==> config.mk <==
export PLATFORM = sky130hd
export DESIGN_NAME = alu_seq
export DESIGN_NICKNAME = d
export VERILOG_FILES = /design/src/rtl/alu_seq.sv
export SDC_FILE = /design/constraint.sdc
export NUM_CORES = 1
export LEC_CHECK = 0
export BUFFER_PORTS_ARGS = -buffer_cell sky130_fd_sc_hd__buf_4
export CAP_MARGIN = 20
export CORE_MARGIN = 4
export CORE_UTILIZATION = 55
export CTS_CLUSTER_DIAMETER = 200
export DETAILED_ROUTE_END_ITERATION = 8
export PLACE_DENSITY_LB_ADDON = 0.08
export SYNTH_ARGS = -nofsm -noshare
export SYNTH_HDL_FRONTEND = slang
export SYNTH_SLANG_ARGS = --single-unit
export TNS_END_PERCENT = 1
==> constraint.sdc <==
create_clock -name clk -period 2.6 [get_ports clk]
set_input_delay 0.52 -clock clk [delete_from_list [all_inputs] [get_ports clk]]
set_output_delay 0.52 -clock clk [all_outputs]
set_load 0.005 [all_outputs]
==> src/rtl/alu_seq.sv <==
// alu_seq: sequential ALU with a start/busy/done handshake.
// Results and flags are registered. Shifts and multiply take several cycles.
module alu_seq #(
    parameter int WIDTH = 8
) (
    input  logic             clk,
    input  logic             rst,
    input  logic             start,
    input  logic [WIDTH-1:0] A,
    input  logic [WIDTH-1:0] B,
    input  logic [2:0]       mode,
    output logic             busy,
    output logic             done,
    output logic [WIDTH-1:0] out,
    output logic             zero,
    output logic             carry
);

    localparam logic [2:0] M_ADD = 3'b000;
    localparam logic [2:0] M_SUB = 3'b001;
    localparam logic [2:0] M_AND = 3'b010;
    localparam logic [2:0] M_OR  = 3'b011;
    localparam logic [2:0] M_XOR = 3'b100;
    localparam logic [2:0] M_SHL = 3'b101;
    localparam logic [2:0] M_SHR = 3'b110;
    localparam logic [2:0] M_MUL = 3'b111;

    localparam int CW = $clog2(WIDTH + 1);
    localparam logic [CW-1:0]    CMAX = CW'(WIDTH);
    localparam logic [WIDTH-1:0] WMAX = WIDTH'(WIDTH);

    typedef enum logic {
        IDLE,
        RUN
    } state_t;

    state_t             state;
    logic [WIDTH-1:0]   a_r;
    logic [WIDTH-1:0]   b_r;
    logic [2:0]         mode_r;
    logic               pend;
    logic [CW-1:0]      cnt;
    logic [2*WIDTH-1:0] acc;
    logic [2*WIDTH-1:0] mcand;
    logic               sc;

    logic [WIDTH:0]     sum;
    logic [WIDTH:0]     diff;
    logic [WIDTH-1:0]   res;
    logic               rc;
    logic [CW-1:0]      nsh;
    logic               is_shift;

    // Single-cycle result, computed from the latched operands.
    always_comb begin
        sum  = {1'b0, a_r} + {1'b0, b_r};
        diff = {1'b0, a_r} - {1'b0, b_r};
        res  = a_r;
        rc   = 1'b0;
        case (mode_r)
            M_ADD: begin
                res = sum[WIDTH-1:0];
                rc  = sum[WIDTH];
            end
            M_SUB: begin
                res = diff[WIDTH-1:0];
                rc  = diff[WIDTH];
            end
            M_AND:   res = a_r & b_r;
            M_OR:    res = a_r | b_r;
            M_XOR:   res = a_r ^ b_r;
            default: res = a_r;
        endcase
    end

    always_comb begin
        nsh      = (B > WMAX) ? CMAX : B[CW-1:0];
        is_shift = (mode == M_SHL) || (mode == M_SHR);
    end

    always_ff @(posedge clk or posedge rst) begin
        if (rst) begin
            state  <= IDLE;
            busy   <= 1'b0;
            done   <= 1'b0;
            out    <= '0;
            zero   <= 1'b0;
            carry  <= 1'b0;
            a_r    <= '0;
            b_r    <= '0;
            mode_r <= '0;
            pend   <= 1'b0;
            cnt    <= '0;
            acc    <= '0;
            mcand  <= '0;
            sc     <= 1'b0;
        end else begin
            done <= 1'b0;
            unique case (state)
                IDLE: begin
                    if (pend) begin
                        out   <= res;
                        zero  <= (res == '0);
                        carry <= rc;
                        done  <= 1'b1;
                        pend  <= 1'b0;
                    end
                    if (start) begin
                        a_r    <= A;
                        b_r    <= B;
                        mode_r <= mode;
                        if (mode == M_MUL) begin
                            state <= RUN;
                            busy  <= 1'b1;
                            cnt   <= CMAX;
                            acc   <= '0;
                            mcand <= {{WIDTH{1'b0}}, A};
                        end else if (is_shift && nsh != '0) begin
                            state <= RUN;
                            busy  <= 1'b1;
                            cnt   <= nsh;
                            acc   <= {{WIDTH{1'b0}}, A};
                            sc    <= 1'b0;
                        end else begin
                            pend <= 1'b1;
                        end
                    end
                end
                RUN: begin
                    if (cnt == '0) begin
                        // All steps done: publish the working result.
                        out   <= acc[WIDTH-1:0];
                        zero  <= (acc[WIDTH-1:0] == '0);
                        carry <= (mode_r == M_MUL) ?
                                 (|acc[2*WIDTH-1:WIDTH]) : sc;
                        done  <= 1'b1;
                        busy  <= 1'b0;
                        state <= IDLE;
                    end else begin
                        cnt <= cnt - 1'b1;
                        if (mode_r == M_MUL) begin
                            if (b_r[0])
                                acc <= acc + mcand;
                            mcand <= mcand << 1;
                            b_r   <= b_r >> 1;
                        end else if (mode_r == M_SHL) begin
                            sc <= acc[WIDTH-1];
                            acc[WIDTH-1:0] <= {acc[WIDTH-2:0], 1'b0};
                        end else begin
                            sc <= acc[0];
                            acc[WIDTH-1:0] <= {1'b0, acc[WIDTH-1:1]};
                        end
                    end
                end
                default: state <= IDLE;
            endcase
        end
    end

endmodule

## Word level (Yosys, flattened, before mapping)

Index checks and enable logic that the tools add are counted.

- $add $sub $neg: 4
- Multiply operators: 0
- Div/mod/pow operators: 0
- Magnitude comparators: 1
- Eq/ne operators: 21
- Shift-type cells: 0
- Mux-type cells: 59
- Bitwise gates (word level): 4
- Reduce and logical (&&, ||, !) cells: 17

Operator list:

| operator | number |
|---|---|
| $mux W16 | 9 |
| $mux W8 | 8 |
| $pmux W16 S2 | 2 |
| $pmux W8 S5 | 1 |
| $pmux W8 S2 | 2 |
| $mux W1 | 24 |
| $mux W4 | 5 |
| $eq A3 B3 Y1 const B | 6 |
| $add A16 B16 Y16 | 1 |
| $logic_not A8 Y1 | 2 |
| $ne A2 B2 Y1 const B | 7 |
| $pmux W1 S2 | 7 |
| $reduce_and A5 Y1 | 2 |
| $add A8 B8 Y9 | 1 |
| $reduce_and A3 Y1 | 3 |
| $sub A8 B8 Y9 | 1 |
| $and A8 B8 Y8 | 1 |
| $gt A8 B4 Y1 const B | 1 |
| $or A8 B8 Y8 | 1 |
| $pmux W4 S2 | 1 |
| $reduce_and A4 Y1 | 2 |
| $reduce_or A8 Y1 | 1 |
| $xor A8 B8 Y8 | 1 |
| $eq A3 B2 Y1 const B | 2 |
| 11 further kinds | 15 |

- Register bits: 70
- Bits in latches: 0
- RAM bits: 0
- Memory bits (read-only): 0
- Output and inout port bits: 12
- Logic and storage cells: 121
- Memories: 0

## Depth between registers and ports, before layout

- Depth after elaboration: 8
- Depth in mapped cells: 11

## Worst setup path after synthesis

Ideal clock, no wire load.

- Path kind: reg2reg
- From: register b_r[0]
- To: register zero
- Arrival time: 2194 ps
- Data required time: 2505 ps
- Slack: 310 ps
- Cell stages (with the launch flop): 11
- Path buffers: 0
- Clock period less this slack: 2290 ps
- Cell sequence: dfrtp_1 > ha_1 > fa_1 > a21oi_1 > o21ai_1 > a21o_1 > a221oi_1 > o21ai_1 > a21boi_1 > nand4_1 > o31ai_1

- Word-level cells in the longest chain between the ends: 5
- Elaborated cells on any way between the ends: 9
- Those cells by class: add/sub: 2; mux: 3; bitwise: 3; reduce/logical: 1

Ends and longest elaborated chain:

| what | line | text |
|---|---|---|
| start: declaration | 39 | `logic [WIDTH-1:0] b_r;` |
| start signal: assignment | 145 | `b_r <= b_r >> 1;` |
| $sub A8 B8 Y9 (tied with other cells) | 57 | `diff = {1'b0, a_r} - {1'b0, b_r};` |
| $pmux W8 S5 (*) | 60 | `case (mode_r)` |
| $logic_not A8 Y1 (*) | 103 | `zero <= (res == '0);` |
| $mux W1 (*) | 101 | `if (pend) begin` |
| $pmux W1 S2 (*) | 99 | `unique case (state)` |
| end signal: assignment | 103 |  |
| end signal: assignment | 133 | `zero <= (acc[WIDTH-1:0] == '0);` |
| end: declaration | 15 | `output logic zero,` |

Every way passes the cells marked *; elsewhere a longest branch is shown, timed or not. The select of a mux whose other input is x is not followed.
A chain may end at the register's enable or synchronous reset.

## Worst setup path after layout

- From: register a_r[0]
- To: register zero

- Word-level cells in the longest chain between the ends: 5
- Elaborated cells on any way between the ends: 9
- Those cells by class: add/sub: 2; mux: 3; bitwise: 3; reduce/logical: 1

Ends and longest elaborated chain:

| what | line | text |
|---|---|---|
| start: declaration | 38 | `logic [WIDTH-1:0] a_r;` |
| start signal: assignment | 89 | `a_r <= '0;` |
| start signal: assignment | 109 | `a_r <= A;` |
| $sub A8 B8 Y9 (tied with other cells) | 57 |  |
| $pmux W8 S5 (*) | 60 |  |
| $logic_not A8 Y1 (*) | 103 |  |
| $mux W1 (*) | 101 |  |
| $pmux W1 S2 (*) | 99 |  |

Marked as above.

==> flow_summary.yaml <==
critical_path:
  crit_cells: 10
  crit_type: "reg -> reg"
  crit_slowest_cell: "dfrtp_1"
  r2r-end: "zero"
  cp_top_family: "compound AO/OA/AOI/OAI gates"
  reg2reg_depth: 10
  critical_path_buf_inv_count: 0
  r2r_slack_ps: 120
  crit_chain: "ha_2 > fa_2 > a21oi_2 > o21ai_2 > a21o_1 > a221oi_1 > o21ai_1 > a21boi_2 > nand4_1 > o31ai_1"
  max_stage_delay_ps: 410
  cp_max_fo: 3
  critPathCaptureType: "flip-flop"
  setup.worst_path.start_class: "flip-flop"
  arrival_ps: 2740
  critPathLaunch: "a_r[0]"
  crit-reg2reg-launch: "a_r[0]"
  required_ps: 2860
  endpoint: "zero"
routing:
  routed_wl_um: 14580
  via_count: 5007
  wl_per_cell_um: 17.84
  ant_nets: 0
  viasPerCell: 6.129
  first_iter_violations: 413
  drc: 0
  drtPass1Iterations: 5
cells_and_area:
  diodes: 0
  fin_area_um2: 6076
  nets: 748
  area_delta_synth_final_pct: 15.95
  n_fill_cell: 792
  layout_commonest_cell: "nand2_1"
  final_cell_mix: "nand2_1, buf_4, dfrtp_1, o21ai_0, nor2_1"
  drive_gt1_frac: 0.1817
synth:
  synthTopCellsByArea: "dfrtp_1, ha_1, o21ai_0, nand2_1, a21oi_1"
  yosys_warnings: 0
  seq_area_frac_synth: 0.3343
  synth.distinct_cells: 66
  synth_edf_count: 0
  synth_cells: 626
  avgSynthCellArea_um2: 8.371
  async_flop_share: 1.000
  synth_ff_type: "dfrtp_1"
  synth_fp_nets: 691
  syn_area_um2: 5240
  synth.top_cell.area_share: 0.3343
  ys_ff_latch: 70
  yosys.area.top_type: "dfrtp_1"
timing:
  rsz0062_at_grt: "yes"
  max_freq_mhz: 403.7
  fin_worst_skew_ps: 13.37
  tightest_slew_ps: 869.9
  tns_ps: 0
  whs_ps: 235.0
  min_period_ps: 2477
  layout_setup_ws_ps: 122.6
  slew_headroom: 0.4179
  fin_crit_sh: 0.9528
  finalSetupViolCount: 0
  hold_viol_final: 0
  slew_violations: 0
floorplan:
  core-area_um2: 9240
  rows: 35
  start_util: 0.5671
  ios: 34
  die_y_um: 105.6
  dieArea_um2: 11150
  dieWidth_um: 105.6
clock_tree:
  cts.sink_count: 70
  clkLatencyLatePin_ps: 360
  cts_root_buf: "clkbuf_8"
  cts-root-to-sink-buffers: 2
  cts_made_buffers: 9
  clk_transition_reported_paths_ps: 90
  cts_tree: "built"
  cts_max_level: 3
  postCtsHoldBufs: 0
grt:
  grt_max_degree: 32
  grt_pass1_wl_um: 24040
  grt_antenna_before_repair: 0
  grt.total_usage: 0.2696
  grt_pass1_vias: 4777
  grt_remaining_overflow: 0
pwr:
  netSwitchingFraction: 0.4933
  power_mw: 8.368
  clkPwrFrac: 0.095
  combPwrFrac: 0.665
  intPower_mw: 4.240
  p_switching_mw: 4.128
  irDropWorstVdd_mv: 0.6059
  pwr-share-seq: 0.240
  power_density_nw_per_um2: 1377
  p_leak_nw: 2.799
flow_run:
  cap_viol_max_count: 0
place:
  gp_congestion: 0.9142
  hpwl_um: 11140
  dp_slack_ps: 15.47
  place.port_buffers: 33
  placed_cell_area_um2: 5843
status:
  status: "complete, no violations"
hold_path:
  holdCritPathClass: "in -> async"
cells by family after synthesis:
kind of cell / synth area share
xor+xnor: 0.01504
mux: 0.04393
buf+inv: 0.04799
fa+ha+maj: 0.1070
flops: 0.3343
simple gates: 0.1781
compound gates: 0.2736
flip-flops by register name (all words and copies together) (netlist names):
register / cells
sc: 1
mode_r: 3
done: 1
carry: 1
mcand: 16
busy: 1
pend: 1
state: 1
a_r: 8
cnt: 4
acc: 16
zero: 1
out: 8
b_r: 8
stage by stage:
step	util	cells
2_1_floorplan	-	626
3_3_place_gp	0.6324	800
3_5_place_dp	0.6324	800
4_1_cts	0.6516	816
5_1_grt	0.6575	817
6_report	0.6575	817
cell usage after synthesis, types with 5 or more instances:
library cell and n:
a211oi_1 5, a21o_1 7, a21oi_1 54, a21oi_2 7, a22o_1 9, buf_2 12
clkbuf_1 14, dfrtp_1 70, ha_1 40, inv_1 31, mux2i_1 23, nand2_1 73
nand3_1 7, nor2_1 57, nor2b_1 14, nor3_1 15, o211ai_1 7, o21a_1 6
o21ai_0 58, o21ai_1 8, o22ai_1 9, o31ai_1 8, xnor2_1 7
worst min path at each step:
| stage | to | startpoint | cells after the start |
|---|---|---|---|
| 2_1_floorplan | pend | pend | 2 |
| 3_3_place_gp | out[0] | out[0] | 2 |
| 3_5_place_dp | out[5] | out[5] | 2 |
| 4_1_cts | mcand[2] | rst | 2 |
| 5_1_grt | mcand[7] | rst | 2 |
| 6_report | mcand[2] | rst | 2 |
area by class of cell:
cell class | count | area (um^2) | area share
clock buffers | 9 | 123.9 | 0.02039
clock inverters | 7 | 50.05 | 0.008237
inverters | 34 | 127.6 | 0.02100
multi-input cells | 495 | 3286 | 0.5408
flip-flops and latches | 70 | 1754 | 0.2887
well taps | 129 | 161.4 | 0.02657
repair buffers | 73 | 573.1 | 0.09432
routing by layer:
layer | track usage | share of wire
met5 | 0 | 0
met4 | 0.07771 | 0.017
met3 | 0.04470 | 0.061
met2 | 0.4226 | 0.45
met1 | 0.3856 | 0.47
power by group through the flow:
| stage | Clock, mW | Combinational (mW) | Sequential, mW |
|---|---|---|---|
| 3_3_place_gp | 0 | 5.24 | 1.99 |
| 4_1_cts | 0.814 | 5.38 | 1.99 |
| 5_1_grt | 0.865 | 6.14 | 2.07 |
| 3_5_place_dp | 0 | 5.34 | 2.01 |
| 2_1_floorplan | 0 | 3.83 | 1.84 |
| 6_report | 0.793 | 5.56 | 2.01 |
what timing repair did:
| item | in CTS | in global routing |
|---|---|---|
| gates cloned | 0 | 0 |
| endpoints found under the setup margin | 1 | 7 |
| gates resized for setup | 1 | 14 |
| pin swaps | 0 | 4 |
| endpoints found under the hold margin | 0 | 0 |
| setup buffers | 0 | 1 |
(Power assumes the default switching activity.)
